### config.mk
export PLATFORM = sky130hd
export DESIGN_NAME = ads_serial_rx_flat
export DESIGN_NICKNAME = d
export VERILOG_FILES = /design/src/rtl/ads_serial_rx_pkg.sv /design/src/rtl/ads_serial_rx_if.sv /design/src/rtl/ads_serial_rx_sync_edge_det.sv /design/src/rtl/ads_serial_rx.sv /design/src/flat_wrapper.sv
export SDC_FILE = /design/constraint.sdc
export NUM_CORES = 1
export LEC_CHECK = 0
export BUFFER_PORTS_ARGS = -buffer_cell sky130_fd_sc_hd__buf_2
export CAP_MARGIN = 20
export CELL_PAD_IN_SITES_DETAIL_PLACEMENT = 0
export CELL_PAD_IN_SITES_GLOBAL_PLACEMENT = 1
export CORE_MARGIN = 3
export CORE_UTILIZATION = 35
export CTS_CLUSTER_SIZE = 16
export DETAILED_ROUTE_END_ITERATION = 10
export PLACE_DENSITY_LB_ADDON = 0.1
export SYNTH_ARGS = -nofsm -noshare
export SYNTH_HDL_FRONTEND = slang
export SYNTH_SLANG_ARGS = --single-unit
### constraint.sdc
create_clock -name clk -period 2 [get_ports clk]
set_input_delay 0.2 -clock clk [delete_from_list [all_inputs] [get_ports clk]]
set_output_delay 0.2 -clock clk [all_outputs]
set_load 0.005 [all_outputs]
### src/rtl/ads_serial_rx_pkg.sv
// Shared types and helpers for the ADS167x-class serial receive engine.
// The FSM state set and the channel-index width rule live here.
package ads_rx_pkg;

  typedef enum logic [2:0] {
    IDLE,
    START,
    WAIT,
    FS,
    SHIFT
  } rx_state_t;

  // A single-device chain still needs a 1-bit channel tag.
  function automatic int ch_width(input int num_ch);
    return (num_ch <= 1) ? 1 : $clog2(num_ch);
  endfunction

endpackage

### src/rtl/ads_serial_rx_if.sv
// Received-word stream: one word per beat, tagged with its daisy-chain channel.
interface ads_serial_rx_if #(
  parameter int DATA_WIDTH = 24,
  parameter int CH_W       = 1
);

  logic [DATA_WIDTH-1:0] m_data;
  logic [CH_W-1:0]       m_chan;
  logic                  m_valid;
  logic                  m_ready;

  modport master (
    output m_data,
    output m_chan,
    output m_valid,
    input  m_ready
  );

  modport slave (
    input  m_data,
    input  m_chan,
    input  m_valid,
    output m_ready
  );

endinterface

### src/rtl/ads_serial_rx_sync_edge_det.sv
// Two-flop synchroniser for an asynchronous active-low strobe, followed by
// an edge register that yields a one-cycle pulse on each falling edge.
module sync_edge_det (
  input  logic clk,
  input  logic rst_n,
  input  logic async_i,
  output logic fall_o
);

  logic meta_q;
  logic sync_q;
  logic prev_q;

  // Reset to the deasserted level so releasing reset never fakes an edge.
  always_ff @(posedge clk or negedge rst_n) begin
    if (!rst_n) begin
      meta_q <= 1'b1;
      sync_q <= 1'b1;
      prev_q <= 1'b1;
    end else begin
      meta_q <= async_i;
      sync_q <= meta_q;
      prev_q <= sync_q;
    end
  end

  assign fall_o = prev_q & ~sync_q;

endmodule

### src/rtl/ads_serial_rx.sv
// Receive engine for daisy-chained delta-sigma ADCs: START pulse, DRDY wait,
// FS/SCLK generation, MSB-first shift-in and a channel-tagged output stream.
module ads_serial_rx
  import ads_rx_pkg::*;
#(
  parameter int DATA_WIDTH   = 24,
  parameter int NUM_CH       = 1,
  parameter int CLK_DIV      = 4,
  parameter int START_CYCLES = 4
) (
  input  logic            clk,
  input  logic            rst_n,
  input  logic            enable_i,
  output logic            start_o,
  input  logic            drdy_n_i,
  output logic            fs_o,
  output logic            sclk_o,
  input  logic            din_i,
  ads_serial_rx_if.master m_if,
  output logic            overrun_o,
  output logic            frame_err_o,
  output logic            busy_o
);

  localparam int CH_W  = ch_width(NUM_CH);
  localparam int PH_W  = $clog2(2 * CLK_DIV);
  localparam int BIT_W = $clog2(DATA_WIDTH);
  localparam int ST_W  = $clog2(START_CYCLES + 1);

  localparam logic [PH_W-1:0]  PH_MID   = PH_W'(CLK_DIV - 1);
  localparam logic [PH_W-1:0]  PH_LAST  = PH_W'(2 * CLK_DIV - 1);
  localparam logic [BIT_W-1:0] BIT_LAST = BIT_W'(DATA_WIDTH - 1);
  localparam logic [CH_W-1:0]  CH_LAST  = CH_W'(NUM_CH - 1);
  localparam logic [ST_W-1:0]  ST_LAST  = ST_W'(START_CYCLES - 1);

  rx_state_t             state_q;
  logic [PH_W-1:0]       phase_q;
  logic [BIT_W-1:0]      bit_q;
  logic [CH_W-1:0]       chan_q;
  logic [ST_W-1:0]       st_cnt_q;
  logic [DATA_WIDTH-1:0] shift_q;
  logic [DATA_WIDTH-1:0] shift_d;
  logic                  start_q;
  logic                  fs_q;
  logic                  sclk_q;
  logic                  busy_q;
  logic                  frame_err_q;
  logic                  word_done_q;
  logic [CH_W-1:0]       word_chan_q;

  logic [DATA_WIDTH-1:0] data_q;
  logic [CH_W-1:0]       chan_out_q;
  logic                  valid_q;
  logic                  overrun_q;

  logic                  drdy_fall;
  logic                  in_frame;

  sync_edge_det u_drdy_sync (
    .clk     (clk),
    .rst_n   (rst_n),
    .async_i (drdy_n_i),
    .fall_o  (drdy_fall)
  );

  assign shift_d  = {shift_q[DATA_WIDTH-2:0], din_i};
  assign in_frame = (state_q == FS) || (state_q == SHIFT);

  always_ff @(posedge clk or negedge rst_n) begin
    if (!rst_n) begin
      state_q     <= IDLE;
      phase_q     <= '0;
      bit_q       <= '0;
      chan_q      <= '0;
      st_cnt_q    <= '0;
      shift_q     <= '0;
      start_q     <= 1'b0;
      fs_q        <= 1'b0;
      sclk_q      <= 1'b0;
      busy_q      <= 1'b0;
      frame_err_q <= 1'b0;
      word_done_q <= 1'b0;
      word_chan_q <= '0;
    end else begin
      word_done_q <= 1'b0;
      // A DRDY edge inside a frame is flagged and swallowed; WAIT never sees it.
      frame_err_q <= drdy_fall && in_frame;

      if (!enable_i && (state_q != IDLE)) begin
        state_q  <= IDLE;
        start_q  <= 1'b0;
        fs_q     <= 1'b0;
        sclk_q   <= 1'b0;
        busy_q   <= 1'b0;
        phase_q  <= '0;
        bit_q    <= '0;
        chan_q   <= '0;
        st_cnt_q <= '0;
      end else begin
        case (state_q)
          IDLE: begin
            if (enable_i) begin
              state_q  <= START;
              start_q  <= 1'b1;
              busy_q   <= 1'b1;
              st_cnt_q <= '0;
            end
          end

          START: begin
            if (st_cnt_q == ST_LAST) begin
              start_q <= 1'b0;
              state_q <= WAIT;
            end else begin
              st_cnt_q <= st_cnt_q + ST_W'(1);
            end
          end

          WAIT: begin
            if (drdy_fall) begin
              state_q <= FS;
              fs_q    <= 1'b1;
              phase_q <= '0;
              bit_q   <= '0;
              chan_q  <= '0;
            end
          end

          FS: begin
            if (phase_q == PH_LAST) begin
              state_q <= SHIFT;
              fs_q    <= 1'b0;
              sclk_q  <= 1'b1;
              phase_q <= '0;
            end else begin
              phase_q <= phase_q + PH_W'(1);
            end
          end

          SHIFT: begin
            // End of the high phase: the ADC launched din on the rise, sample now.
            if (phase_q == PH_MID) begin
              sclk_q  <= 1'b0;
              shift_q <= shift_d;
              if (bit_q == BIT_LAST) begin
                bit_q       <= '0;
                word_done_q <= 1'b1;
                word_chan_q <= chan_q;
                chan_q      <= (chan_q == CH_LAST) ? '0 : chan_q + CH_W'(1);
              end else begin
                bit_q <= bit_q + BIT_W'(1);
              end
            end

            // bit and channel counters both back at zero at the end of a low
            // phase only once the last word of the chain has been taken.
            if (phase_q == PH_LAST) begin
              phase_q <= '0;
              if ((bit_q == '0) && (chan_q == '0)) begin
                state_q <= WAIT;
              end else begin
                sclk_q <= 1'b1;
              end
            end else begin
              phase_q <= phase_q + PH_W'(1);
            end
          end

          default: begin
            state_q <= IDLE;
            start_q <= 1'b0;
            fs_q    <= 1'b0;
            sclk_q  <= 1'b0;
            busy_q  <= 1'b0;
          end
        endcase
      end
    end
  end

  // Single-entry output holding register; a full register drops the new word.
  always_ff @(posedge clk or negedge rst_n) begin
    if (!rst_n) begin
      data_q     <= '0;
      chan_out_q <= '0;
      valid_q    <= 1'b0;
      overrun_q  <= 1'b0;
    end else begin
      overrun_q <= 1'b0;
      if (word_done_q) begin
        if (valid_q && !m_if.m_ready) begin
          overrun_q <= 1'b1;
        end else begin
          data_q     <= shift_q;
          chan_out_q <= word_chan_q;
          valid_q    <= 1'b1;
        end
      end else if (valid_q && m_if.m_ready) begin
        valid_q <= 1'b0;
      end
    end
  end

  assign start_o     = start_q;
  assign fs_o        = fs_q;
  assign sclk_o      = sclk_q;
  assign busy_o      = busy_q;
  assign frame_err_o = frame_err_q;
  assign overrun_o   = overrun_q;

  assign m_if.m_data  = data_q;
  assign m_if.m_chan  = chan_out_q;
  assign m_if.m_valid = valid_q;

endmodule

### src/flat_wrapper.sv
// flat-port wrapper written by rule: the top's interface ports become plain ports
module ads_serial_rx_flat import ads_rx_pkg::*;
#(
  parameter int DATA_WIDTH   = 24,
  parameter int NUM_CH       = 1,
  parameter int CLK_DIV      = 4,
  parameter int START_CYCLES = 4
)
  (clk, rst_n, enable_i, start_o, drdy_n_i, fs_o, sclk_o, din_i, overrun_o, frame_err_o, busy_o, m_if_m_data, m_if_m_chan, m_if_m_valid, m_if_m_ready);
  ads_serial_rx_if #(.DATA_WIDTH(DATA_WIDTH)) m_if_i ();
  input  logic clk;
  input  logic rst_n;
  input  logic enable_i;
  output logic start_o;
  input  logic drdy_n_i;
  output logic fs_o;
  output logic sclk_o;
  input  logic din_i;
  output logic overrun_o;
  output logic frame_err_o;
  output logic busy_o;
  output wire logic [$bits(m_if_i.m_data)-1:0] m_if_m_data;
  output wire logic [$bits(m_if_i.m_chan)-1:0] m_if_m_chan;
  output wire logic [$bits(m_if_i.m_valid)-1:0] m_if_m_valid;
  input wire logic [$bits(m_if_i.m_ready)-1:0] m_if_m_ready;
  assign m_if_m_data = m_if_i.m_data;
  assign m_if_m_chan = m_if_i.m_chan;
  assign m_if_m_valid = m_if_i.m_valid;
  assign m_if_i.m_ready = m_if_m_ready;
  ads_serial_rx #(.DATA_WIDTH(DATA_WIDTH), .NUM_CH(NUM_CH), .CLK_DIV(CLK_DIV), .START_CYCLES(START_CYCLES)) u_core (.clk(clk), .rst_n(rst_n), .enable_i(enable_i), .start_o(start_o), .drdy_n_i(drdy_n_i), .fs_o(fs_o), .sclk_o(sclk_o), .din_i(din_i), .m_if(m_if_i), .overrun_o(overrun_o), .frame_err_o(frame_err_o), .busy_o(busy_o));
endmodule
==> results.tsv <==
metric	value	unit
wire length per cell	13.7	um
layout cells sized above 1	29.1	%
number of port buffers	36	
crit share post-route	90.1	%
clock-pin slew on the worst setup and hold paths	0.08	ns
area share of the largest cell type after synthesis	55.6	%
post-synthesis sequential area ratio	58.1	%
CTS Buf Count	9	
ranking of synthesized cells by area	dfrtp_1 56%, mux2_2 10%, nand2_1 10%, ha_1 2.8%, dfstp_2 2.5%	
total gr overflow	0	
most numerous cell in the Yosys netlist	nand2_1	
Top FF cell, synth	dfrtp_1	
post-route antenna net violation count	0	
GPL Wtd Cong	0.772	
count of pins over their slew limit	0	
Residual DRC	0	
largest net degree at the start of global routing	45	
Critical Path End Type	flip-flop	
Yosys top cell by area	dfrtp_1	
die width	101	um
first-pass GRT wire length	10300	um
Post-DP HPWL	3820	um
number of flops mapped to enable cells by yosys	0	
Post-Syn Area per Cell	11.1	um^2
Tmin final	1.80	ns
# setup viols final	0	
DRT iter0 DRCs	80	
status	finished clean	
Worst R2R Setup Slack	0.20	ns
Overall Global Routing Usage	12.8	%
CP arrival	2.03	ns
# IOs	38	
die area	0.0102	mm^2
IR drop worst, VDD	0.335	mV
most frequent cells after synthesis	84 x nand2_1, 70 x dfrtp_1, 28 x mux2_2	
cells after synthesis	283	
critical path data required time	2.23	ns
Fin Setup TNS	0	ns
Pwr Total	3.38	mW
asr flop ratio synth	100	%
Least-Margin Pin Slew	0.505	ns
die height	101	um
Synth Cell Area	0.00315	mm^2
maxcap violations	0	
post-synth net total	296	
Pre-antenna DRT Iters	4	
CTS Root Cell	clkbuf_8	
nets@finish	338	
unrepaired setup endpoints after global routing	no	
Filler cells	827	
startpoint types	flip-flop	
total setup buffers inserted after CTS	0	
leakage	1.96	nW
core area	0.00846	mm^2
initial antenna violation count	0	
Vias	2141	
final hold vios	0	
Cell Pwr Density	912	mW/mm^2
CP Max Fanout	5	
Synth Register Bits	73	
CTS H-tree depth	3	
maximum clock rate	555	MHz
Antenna Cells	0	
skew final	0.00925	ns
CTS tree	built	
Vias/cell	4.92	
Slew headroom	65.9	%
Setup WS pre-CTS	0.200	ns
distinct cell type count after synthesis	46	
worst hold path type	in -> reg	
row count	33	
Initial Util	37.3	%
clk_lat worst skew	0.34	ns
Num Clock Sinks	73	
vias in the first global route	2107	
Area growth, synth to finish	17.6	%
Worst Setup Path Type	reg -> reg	
drt total wl	5970	um
Ys Warns	0	
CTS max path bufs	2	
Final WS setup	0.199	ns
==> per-stage QoR <==
step	utilization [%]	hold WS, ns	cells	cell area, um^2
final	43.8	0.0502	435	3710
after global routing	43.8	0.0494	435	3710
after CTS	43.8	0.0354	435	3710
after detailed placement	40.7	0.169	417	3450
after global placement	40.7	0.167	417	3450
after floorplan	-	-0.0956	283	3150
==> final cells by class <==
| class | count | area (um^2) | share of cell area (%) |
|---|---|---|---|
| clock buffer | 10 | 128 | 3.44 |
| clock inverter | 6 | 115 | 3.10 |
| inverter | 9 | 33.8 | 0.911 |
| multi-input combinational | 187 | 1200 | 32.4 |
| sequential | 73 | 1830 | 49.4 |
| tap | 105 | 131 | 3.54 |
| timing repair buffer | 45 | 268 | 7.22 |
==> where the power goes <==
part | internal, mW | total, mW | leakage, nW | switching [mW]
logic | 0.180 | 0.397 | 0.847 | 0.217
registers | 1.54 | 1.58 | 1.00 | 0.0433
clock network | 0.836 | 1.41 | 0.117 | 0.570
total | 2.55 | 3.38 | 1.96 | 0.831
==> repair_timing <==
item,4_1_cts,5_1_grt
hold buffers,2,0
setup endpoints to repair,0,0
endpoints found under the hold margin,28,0
gates resized for setup,0,0
==> layout by cell type (no fill, tap or decap), types with 4 or more instances in the layout <==
| cell | synthesis | layout |
|---|---|---|
| buf_4 | 4 | 7 |
| nor2_1 | 7 | 7 |
| o21ai_0 | 5 | 5 |
| inv_1 | 8 | 8 |
| clkbuf_8 | 0 | 9 |
| ha_1 | 7 | 7 |
| nand2_1 | 84 | 84 |
| a31oi_1 | 4 | 4 |
| o211ai_1 | 4 | 4 |
| mux2_2 | 28 | 28 |
| dfrtp_1 | 70 | 70 |
| buf_2 | 9 | 35 |
==> flip-flops by register name (all words and copies together) (netlist names) <==
name	count
u_core.fs_o	1
u_core.m_if.m_valid	1
u_core.start_o	1
u_core.sclk_o	1
u_core.state_q	3
u_core.overrun_o	1
u_core.frame_err_o	1
u_core.m_if.m_data	24
u_core.u_drdy_sync.prev_q	1
u_core.st_cnt_q	3
u_core.phase_q	3
u_core.u_drdy_sync.meta_q	1
u_core.u_drdy_sync.sync_q	1
u_core.busy_o	1
u_core.word_done_q	1
u_core.shift_q	24
u_core.bit_q	5
==> worst max-delay path, stage by stage, from the launching register on <==
cell and delay [ns]:
dfrtp_1 0.39, ha_1 0.20, ha_1 0.24, a211o_1 0.30, mux2_2 0.30, mux2_2 0.27
==> routing by layer <==
layer / wire [um] / track usage [%] / up-vias
met4: 102 / 6.65 / 0
met2: 2580 / 18.3 / 38
met3: 219 / 2.49 / 8
met5: 0 / 0 / -
li1: - / - / 1044
met1: 3070 / 18.3 / 1051
==> path summary, 6_finish.rpt <==
path / start / to / cells after the start
worst max-delay path: u_core.st_cnt_q[0]$_DFFE_PN0P_ / u_core.st_cnt_q[0]$_DFFE_PN0P_ / 5
worst min-delay path: din_i / u_core.shift_q[0]$_DFFE_PN0P_ / 3
worst max register to register: u_core.st_cnt_q[0]$_DFFE_PN0P_ / u_core.st_cnt_q[0]$_DFFE_PN0P_ / 5
worst min register to register: u_core.u_drdy_sync.meta_q$_DFF_PN1_ / u_core.u_drdy_sync.sync_q$_DFF_PN1_ / 0
max in group asynchronous: rst_n / u_core.u_drdy_sync.prev_q$_DFF_PN1_ / 3
min in group asynchronous: rst_n / u_core.m_if.m_data[22]$_DFFE_PN0P_ / 2
==> cell families after synthesis <==
kind of cell / count (synthesis) / synth area share [%]
buffers and inverters: 23 / 3.81
DFF: 73 / 58.1
other: 1 / 0.119
and+or+nand+nor: 110 / 15.1
adders and majority gates: 8 / 3.10
AOI/OAI and AO/OA: 39 / 9.52
muxes: 29 / 10.3
Note: power is estimated with default switching activity, not from simulation.
